<file path="config.mk">
export PLATFORM = sky130hd
export DESIGN_NAME = fadd_result_writeback
export DESIGN_NICKNAME = d
export VERILOG_FILES = /design/src/rtl/fadd_result_writeback.sv
export SDC_FILE = /design/constraint.sdc
export NUM_CORES = 1
export LEC_CHECK = 0
export CAP_MARGIN = 20
export CORE_AREA = 2 2 158 160
export CTS_CLUSTER_SIZE = 12
export DETAILED_ROUTE_END_ITERATION = 16
export DIE_AREA = 0 0 160 162
export SYNTH_ARGS = -nofsm -noshare
export SYNTH_HDL_FRONTEND = slang
export SYNTH_SLANG_ARGS = --single-unit
</file>
<file path="constraint.sdc">
create_clock -name clk -period 2.6 [get_ports clk]
set_input_delay 0.52 -clock clk [delete_from_list [all_inputs] [get_ports clk]]
set_output_delay 0.52 -clock clk [all_outputs]
set_load 0.1 [all_outputs]
</file>
<file path="src/rtl/fadd_result_writeback.sv">
// fadd_result_writeback
//   Queues float_adder_32 results (data, NaN/overflow flags, destination VGPR)
//   in a small circular FIFO and drains them to the VGPR write port over a
//   valid/ready handshake. Keeps sticky NaN/overflow status bits for software,
//   and can optionally replace NaN results with a canonical quiet NaN.
//
// Ports:
//   clk, rst          clock; synchronous active-high reset
//   in_valid/in_ready upstream handshake (push when both high)
//   in_result         adder result
//   in_nan, in_ovf    adder exception flags
//   in_vdst           destination VGPR index
//   wb_valid/wb_ready VGPR write handshake (pop when both high)
//   wb_data, wb_vdst  head entry (zero when the queue is empty)
//   wb_exc            head flags {ovf, nan}
//   flush             drop every queued entry
//   status_clr        clear the sticky status bits
//   status_nan/ovf    sticky exception status
//   count             number of occupied entries
module fadd_result_writeback #(
  parameter int DATA_W    = 32,
  parameter int TAG_W     = 8,
  parameter int DEPTH     = 4,
  parameter int CANON_NAN = 1
) (
  input  logic                       clk,
  input  logic                       rst,
  input  logic                       in_valid,
  output logic                       in_ready,
  input  logic [DATA_W-1:0]          in_result,
  input  logic                       in_nan,
  input  logic                       in_ovf,
  input  logic [TAG_W-1:0]           in_vdst,
  output logic                       wb_valid,
  input  logic                       wb_ready,
  output logic [DATA_W-1:0]          wb_data,
  output logic [TAG_W-1:0]           wb_vdst,
  output logic [1:0]                 wb_exc,
  input  logic                       flush,
  input  logic                       status_clr,
  output logic                       status_nan,
  output logic                       status_ovf,
  output logic [$clog2(DEPTH):0]     count
);

  localparam int PTR_W = $clog2(DEPTH);
  localparam int CNT_W = PTR_W + 1;
  localparam logic [DATA_W-1:0] QNAN = DATA_W'(32'h7FC0_0000);

  logic [DATA_W-1:0] mem_data [DEPTH];
  logic [TAG_W-1:0]  mem_vdst [DEPTH];
  logic [1:0]        mem_exc  [DEPTH];

  logic [PTR_W-1:0]  wr_ptr;
  logic [PTR_W-1:0]  rd_ptr;
  logic              push;
  logic              pop;
  logic [DATA_W-1:0] store_data;

  // in_ready looks only at count, so a full queue refuses a push even when
  // the head is being popped in the same cycle.
  always_comb begin
    in_ready = (count != CNT_W'(DEPTH));
    wb_valid = (count != '0);
    push     = in_valid && in_ready;
    pop      = wb_valid && wb_ready;
  end

  always_comb begin
    store_data = in_result;
    if (CANON_NAN != 0 && in_nan)
      store_data = QNAN;
  end

  always_comb begin
    wb_data = '0;
    wb_vdst = '0;
    wb_exc  = '0;
    if (wb_valid) begin
      wb_data = mem_data[rd_ptr];
      wb_vdst = mem_vdst[rd_ptr];
      wb_exc  = mem_exc[rd_ptr];
    end
  end

  always_ff @(posedge clk) begin
    if (rst) begin
      wr_ptr     <= '0;
      rd_ptr     <= '0;
      count      <= '0;
      status_nan <= 1'b0;
      status_ovf <= 1'b0;
    end else begin
      // Sticky bits still see a push accepted in a flush cycle; set beats clear.
      status_nan <= (status_nan && !status_clr) || (push && in_nan);
      status_ovf <= (status_ovf && !status_clr) || (push && in_ovf);
      if (flush) begin
        wr_ptr <= '0;
        rd_ptr <= '0;
        count  <= '0;
      end else begin
        if (push) begin
          mem_data[wr_ptr] <= store_data;
          mem_vdst[wr_ptr] <= in_vdst;
          mem_exc[wr_ptr]  <= {in_ovf, in_nan};
          wr_ptr           <= wr_ptr + 1'b1;
        end
        if (pop)
          rd_ptr <= rd_ptr + 1'b1;
        if (push && !pop)
          count <= count + 1'b1;
        else if (pop && !push)
          count <= count - 1'b1;
      end
    end
  end

endmodule

</file>
Word-level counts from Yosys, hierarchy flattened. Memory sizes are Yosys's and may differ from the RTL's. A register that Yosys moved wholly into a read port is not among the register bits. Cells that the tools add are included.

Output and inout bits: 49. Register bits after elaboration: 9. Bits of input ports: 48. Memories: 3. RAM bits: 168.

Reduce and logical (&&, ||, !) cells: 16. Muxes and demuxes: 16. $add $sub $neg: 4. Equality and inequality tests: 1.

Memory list: mem_data (words 4, width 32, rd ports 1, clocked after Yosys merged registers in 1, write ports 1, line 50) `logic [DATA_W-1:0] mem_data [DEPTH];`; mem_vdst (words 4, width 8, rd ports 1, clocked after Yosys merged registers in 1, write ports 1, line 51) `logic [TAG_W-1:0] mem_vdst [DEPTH];`; mem_exc (words 4, width 2, rd ports 1, clocked after Yosys merged registers in 1, write ports 1, line 52) `logic [1:0] mem_exc [DEPTH];`.

Operators by type and width (number): $mux 32 (2); $mux 2 (7); $logic_and 1x1->1 (8); $mux 8 (1); $mux 3 (2); $add 2x1->2 const B (2); $mux 1 (4); $add 3x1->3 const B (1); $logic_not 1->1 (3); $ne 3x3->1 const B (1); $reduce_bool 3->1 (1); $sub 3x1->3 const B (1); $logic_or 1x1->1 (2); $reduce_bool 2->1 (1); $reduce_or 2->1 (1).

Logic depth before layout (Yosys ltp). Gate-level depths: netlist of the first run.

Depth after elaboration: 6. Gate-level depth with buffers: 10. Mapped depth without buffers: 8.

Least setup slack after synthesis of the first run. No wires, ideal clock.

Kind: reg2out. Start point: register count[0]. End point: output wb_data[0]. Path buffers: 1. Arrival: 2.901 ns. Setup slack: -0.821 ns. Cell stages (with the launch flop): 4. Cells stage by stage: dfxtp_1 nor3_1 clkbuf_1 nor2b_1.

Cells in the longest elaborated chain, start to end: 2.

RTL lines: start: declaration (line 43) `output logic [$clog2(DEPTH):0] count`; start signal: assignment (line 111) `count <= count + 1'b1;`; start signal: assignment (line 113) `count <= count - 1'b1;`; $reduce_bool 3->1 (line 64) `wb_valid = (count != '0);`; $mux 32 (line 79) `if (wb_valid) begin`; end: declaration (line 36) `output logic [DATA_W-1:0] wb_data,`.

No other way between the ends.

==> results.txt, run 1 <==
Status -> completed
Yosys warnings -> 0
Syn Area/Cell -> 19.7 µm²
Rows -> 57
Total gr overflow -> 0
Total track usage -> 0.118
Remaining antenna violation count after routing -> 0
Slew @ Worst Pin -> 0.874 ns
Yosys cell types -> 30
Drt pass-1 iters -> 4
Unrepaired setup endpoints after global routing -> false
First-pass GRT wire length -> 22,900 µm
Fin worst setup slack -> 0.109 ns
Syn nets -> 415
Dpl cells -> 770
Most used flip-flop cell after synthesis -> edfxtp_1
Htree depth -> 4
Pre-CTS setup slack -> 0.00966 ns
Crit path DAT -> 1.97 ns
IO buf count -> 96
Setup Total Neg Slack -> 0 ns
DR iter-0 viols -> 144
TritonCTS sink count -> 179
Post-route clock period utilization -> 0.958
Hold Vio Cnt, Final -> 0
Initial antenna violation count -> 2
Pin count of the biggest net entering global routing -> 46
Min Hold Slack -> 0.478 ns
# DRC -> 0
DPL Wire Length -> 8050 µm
Die Span Y -> 162 µm
WL final -> 14,300 µm
Clock tree from TritonCTS -> done
Worst vdd ir -> 405 µV
Final #Nets -> 520
Finished Core Util -> 0.402
Crit Path Category -> reg2out
Hold Crit Class -> reg2reg
Setup violators final -> 0
Post-layout min period -> 2.49 ns
Sequential cell area -> 5280 µm²
Fraction of layout instances using a drive strength above 1 -> 0.356
Clock buffers created by TritonCTS -> 17
Yosys top cell area share -> 0.708
Clock Latency Late Sink -> 0.42 ns
Cells after Synth -> 361
Gpl congestion -> 0.665
Crit path max fanout -> 21
Leakage power -> 0.00322 µW
Wirelength per Cell -> 17.9 µm
Sequential area share after synthesis -> 0.739
Die X-Extent -> 160 µm
Vias in the first global route -> 4,003
Core area -> 24,100 µm²
CTS Buffer Depth -> 2
RR Endpoint -> count[2]
Worst-path clk slew -> 0.07 ns
Post-synth top area cell -> edfxtp_1
Vias -> 3,602
Power per Cell Area -> 804 nW/µm²
CP Capture Type -> output pin
R2R setup slack -> 0.36 ns
Max-cap check violation count -> 0
I/O Pins -> 97
Setup Buffers After CTS -> 0
Syn Std Cell Area -> 7130 µm²
Critical R2R Launch -> count[0]
Critical Path RT -> 2.08 ns
Area grow syn2layout -> 36.1%
Clk_skew -> 0.00892 ns
Crit start category -> register
Slew Viols, Final -> 0
FF-to-FF path depth -> 8
#FFs+latches synth -> 179
Layout Cells excl Fill -> 803
Filler instances -> 2,220
CP Capture Point -> wb_data[1]
Ys async rst share -> 0
Maximum achievable frequency -> 0.401 GHz
Via/cell ratio -> 4.49
Initial Util -> 0.296
Die area -> 25,900 µm²
Max_slew headroom -> 0.418
Ranking of synthesized cells by area -> edfxtp_1 71%, mux4_2 13%, nor2b_1 3.4%, dfxtp_1 3.1%, and2b_1 2.7%
Root Buffer -> clkbuf_16
Multi-input logic area -> 1790 µm²
Post-synth EDFFs -> 168
==> placed cells by master (no fill, tap or decap), drive strengths merged, types with 4 or more instances in the layout <==
cell type      synthesis  layout
and3                   4       4
ha                     5       5
mux4                  42      42
clkdlybuf4s50          0      46
a21oi                  4       4
buf                    7      60
dfxtp                 11      11
inv                    4       9
and2b                 26      26
edfxtp               168     168
clkbuf                13      17
or2                   10      10
nor2b                 39      39
nor2                   5       5
bufinv                 0       5
==> kinds of logic (layout without fill, tap and decap cells) <==
| logic type | Yosys count | after routing | share of synthesized area |
|---|---|---|---|
| multiplexers | 43 | 43 | 0.134 |
| adder cells (fa/ha/maj) | 6 | 6 | 0.0116 |
| AND/OR/NAND/NOR | 97 | 97 | 0.0883 |
| XOR/XNOR | 3 | 3 | 0.00369 |
| buffers and inverters | 24 | 141 | 0.0156 |
| other | 0 | 1 | 0 |
| AO/OA/AOI/OAI | 9 | 9 | 0.00773 |
| flip-flops | 179 | 179 | 0.739 |
==> state kept, by name, indices dropped and copies added (netlist names), named ones only <==
signal and cells:
count 3, status_nan 1, status_ovf 1, mem_data 128, mem_exc 8, wr_ptr 2, mem_vdst 32, rd_ptr 2
==> Yosys cell counts (all sizes together) (3+ instances only) <==
| cell | count |
|---|---|
| edfxtp | 168 |
| and2b | 26 |
| a21oi | 4 |
| and3 | 4 |
| xor2 | 3 |
| mux4 | 42 |
| or2 | 10 |
| o21ai | 3 |
| buf | 7 |
| nor2b | 39 |
| clkbuf | 13 |
| nor2 | 5 |
| inv | 4 |
| ha | 5 |
| dfxtp | 11 |
==> through the flow <==
step / total power [µW] / area, µm²
after floorplan: 4410 / 7180
after global placement: 5060 / 9010
after detailed placement: 5080 / 9010
after CTS: 7900 / 9690
after global routing: 8070 / 9690
final: 7790 / 9700
==> layout make-up <==
type	count	share of cell area
Sequential cell	179	0.545
Clock inverter	14	0.0230
Inverter	4	0.00155
Antenna cell	1	0.000258
Clock buffer	17	0.0439
Multi-Input combinational cell	158	0.185
Tap cell	324	0.0418
Timing Repair Buffer	106	0.160
==> worst max-delay path: stages (launching register included) <==
cell and delay, ns:
dfxtp_4 0.40, buf_16 0.22, mux4_2 0.51, and2b_1 0.22, buf_12 0.18
==> layer usage <==
layer,GRT usage,part of all wire,vias to the layer above
li1,-,-,1621
met1,0.140,0.42,1886
met2,0.210,0.53,85
met3,0.0358,0.041,8
met4,0.0319,0.0064,2
met5,0,0.00091,-
==> timing repair <==
item,in CTS,in global routing
resized for setup,2,0
hold buffers,0,0
hold endpoints to repair,0,0
endpoints found under the setup margin,30,0
==> power by group <==
group,total (µW),switching [µW],internal (µW)
clock network,2790,1070,1720
registers,3210,20.9,3190
logic,1790,1150,643
==> how the worst min path moves through the flow <==
stage | startpoint | to | depth (start not counted)
finish | status_nan | status_nan | 2
global route | status_nan | status_nan | 2
CTS | status_nan | status_nan | 2
detailed placement | status_nan | status_nan | 2
global placement | status_nan | status_nan | 2
floorplan | rd_ptr[1] | register | 2
(Power assumes the default switching activity.)
==> run 2, diff against run 1 <==
- CORE_AREA: 2 2 158 160 -> 2 2 166 152
- DIE_AREA: 0 0 160 162 -> 0 0 168 154
- SKIP_CTS_REPAIR_TIMING: not set -> 1
- SLEW_MARGIN: not set -> 20
==> run 2 against run 1 <==
Against the previous run:
- setup slack worse by 0.0025 ns
- maximum frequency is 0.10% lower
- clock power is 14% lower
- worst hold slack better by 0.017 ns
- core utilization is 0.27 points lower
- register-to-register slack worse by 0.02 ns
- highest routed layer is now met4
==> results.txt, run 2 (synthesized netlist as in run 1, its figures left out) <==
FF-to-FF path depth -> 7
Max-cap check violation count -> 0
Die Span Y -> 154 µm
Area grow syn2layout -> 34.5%
Slowest-stage cell, CP -> mux4_2
Crit path largest cell delay -> 0.54 ns
I/O Pins -> 97
Max_slew headroom -> 0.452
R2R setup slack -> 0.34 ns
Max reg flops -> 128
Initial antenna violation count -> 0
Critical Path RT -> 2.08 ns
Switching power -> 2300 µW
Commonest non-fill, non-tap cell in the layout -> edfxtp_1
TritonCTS sink count -> 179
Wirelength per Cell -> 17.9 µm
Most frequent cells in the layout -> 168 x edfxtp_1, 48 x buf_12, 46 x clkdlybuf4s50_1, 42 x mux4_2, 26 x and2b_1
Rows -> 54
Clk_skew -> 0.0106 ns
Post-layout min period -> 2.49 ns
Die area -> 25,900 µm²
Status -> completed
Slew @ Worst Pin -> 0.822 ns
Power per Cell Area -> 772 nW/µm²
Hold path start -> rd_ptr[1]
Unrepaired setup endpoints after global routing -> false
Total track usage -> 0.111
Critical R2R Launch -> count[2]
CP Capture Type -> output pin
Crit path DAT -> 1.97 ns
Fraction of layout instances using a drive strength above 1 -> 0.358
Clock Latency Late Sink -> 0.42 ns
Total power -> 7400 µW
IO buf count -> 96
Remaining antenna violation count after routing -> 0
First-pass GRT wire length -> 21,700 µm
Worst-path clk slew -> 0.07 ns
Crit path buf inv count -> 2
Slew Viols, Final -> 0
Clock tree from TritonCTS -> done
Gate power share -> 0.242
Hold Crit Class -> reg2reg
Pin count of the biggest net entering global routing -> 43
Finished Core Util -> 0.400
Vias -> 3,553
Clock share of power -> 0.324
Hold depth -> 2
Top Registers -> mem_data x128, mem_vdst x32, mem_exc x8
Via/cell ratio -> 4.51
Htree depth -> 4
Initial Util -> 0.297
Setup violators final -> 0
Switching share of power -> 0.311
DR iter-0 viols -> 138
Cell Chain, Critical Path -> buf_16, mux4_2, and2b_1, buf_12
DPL Wire Length -> 7810 µm
Worst vdd ir -> 365 µV
RR Endpoint -> count[2]
Layout Cells excl Fill -> 788
Drt pass-1 iters -> 4
Pint -> 5100 µW
Root Buffer -> clkbuf_16
# DRC -> 0
Hold Vio Cnt, Final -> 0
Reg power frac -> 0.434
Gpl congestion -> 0.708
CTS Buffer Depth -> 2
Crit start category -> register
Final #Nets -> 521
Largest register by flop count -> mem_data
Crit path max fanout -> 21
Post-route clock period utilization -> 0.959
Leakage power -> 0.00317 µW
Number of diodes -> 0
Die X-Extent -> 168 µm
Total gr overflow -> 0
Core area -> 24,000 µm²
Maximum achievable frequency -> 0.401 GHz
WL final -> 14,100 µm
Vias in the first global route -> 3,990
Dpl cells -> 755
Crit path max-delay family -> multiplexers
Crit Path Category -> reg2out
Clock buffers created by TritonCTS -> 17
## run 2: cell count changes in the layout (fill, tap and decap cells not counted), moves of 2 or more
cell	change
bufinv_16	-5
clkbuf_1	+2
clkinv_1	-2
clkinv_4	+3
clkinvlp_4	+2
inv_8	+2
## run 2: cell type report
cell class / instances / area (µm²)
multi-input cells: 158 / 1790
repair buffers: 107 / 1550
fillers: 2163 / 14400
flip-flops and latches: 179 / 5280
inverters: 4 / 15.0
clock buffers: 19 / 433
well taps: 308 / 385
clock inverters: 13 / 120
## run 2: power groups by stage
| stage | sequential [µW] | combinational (µW) | clock, µW |
|---|---|---|---|
| 6_report | 3210 | 1790 | 2400 |
| 5_1_grt | 3210 | 1860 | 2570 |
| 4_1_cts | 3210 | 1810 | 2470 |
| 3_5_place_dp | 3280 | 1800 | 0 |
| 3_3_place_gp | 3270 | 1790 | 0 |
| 2_1_floorplan | 3320 | 1090 | 0 |
## run 2: worst max-delay path by stage
stage,startpoint,endpoint,slack [ns],depth (start not counted)
2_1_floorplan,count[0],count[2],0.03,10
3_3_place_gp,in_valid,count[2],0.11,8
3_5_place_dp,wb_ready,count[2],0.01,8
4_1_cts,register,wb_data[15],-0.05,4
5_1_grt,register,wb_data[29],0.03,4
6_report,register,wb_data[15],0.11,4
## run 2: tightest hold or removal path, stage by stage (launching register included)
cell	delay [ns]
dfxtp_1	0.31
o21ai_0	0.06
a21oi_1	0.08
## run 2: per-layer routing
| layer | part of all wire | vias to the layer above | track usage |
|---|---|---|---|
| li1 | - | 1616 | - |
| met1 | 0.43 | 1852 | 0.134 |
| met2 | 0.52 | 75 | 0.196 |
| met3 | 0.037 | 10 | 0.0288 |
| met4 | 0.012 | 0 | 0.0352 |
| met5 | 0 | - | 0 |
## run 2: per-stage QoR
stage	setup TNS (ns)	hold slack (ns)	worst slack [ns]	cell area, µm²
after floorplan	0	0.459	0.0322	7180
after global routing	0	0.526	0.0270	9580
after CTS	-0.566	0.498	-0.0461	9550
after global placement	0	0.461	0.107	9000
after detailed placement	0	0.485	0.0109	9000
final	0	0.495	0.107	9580
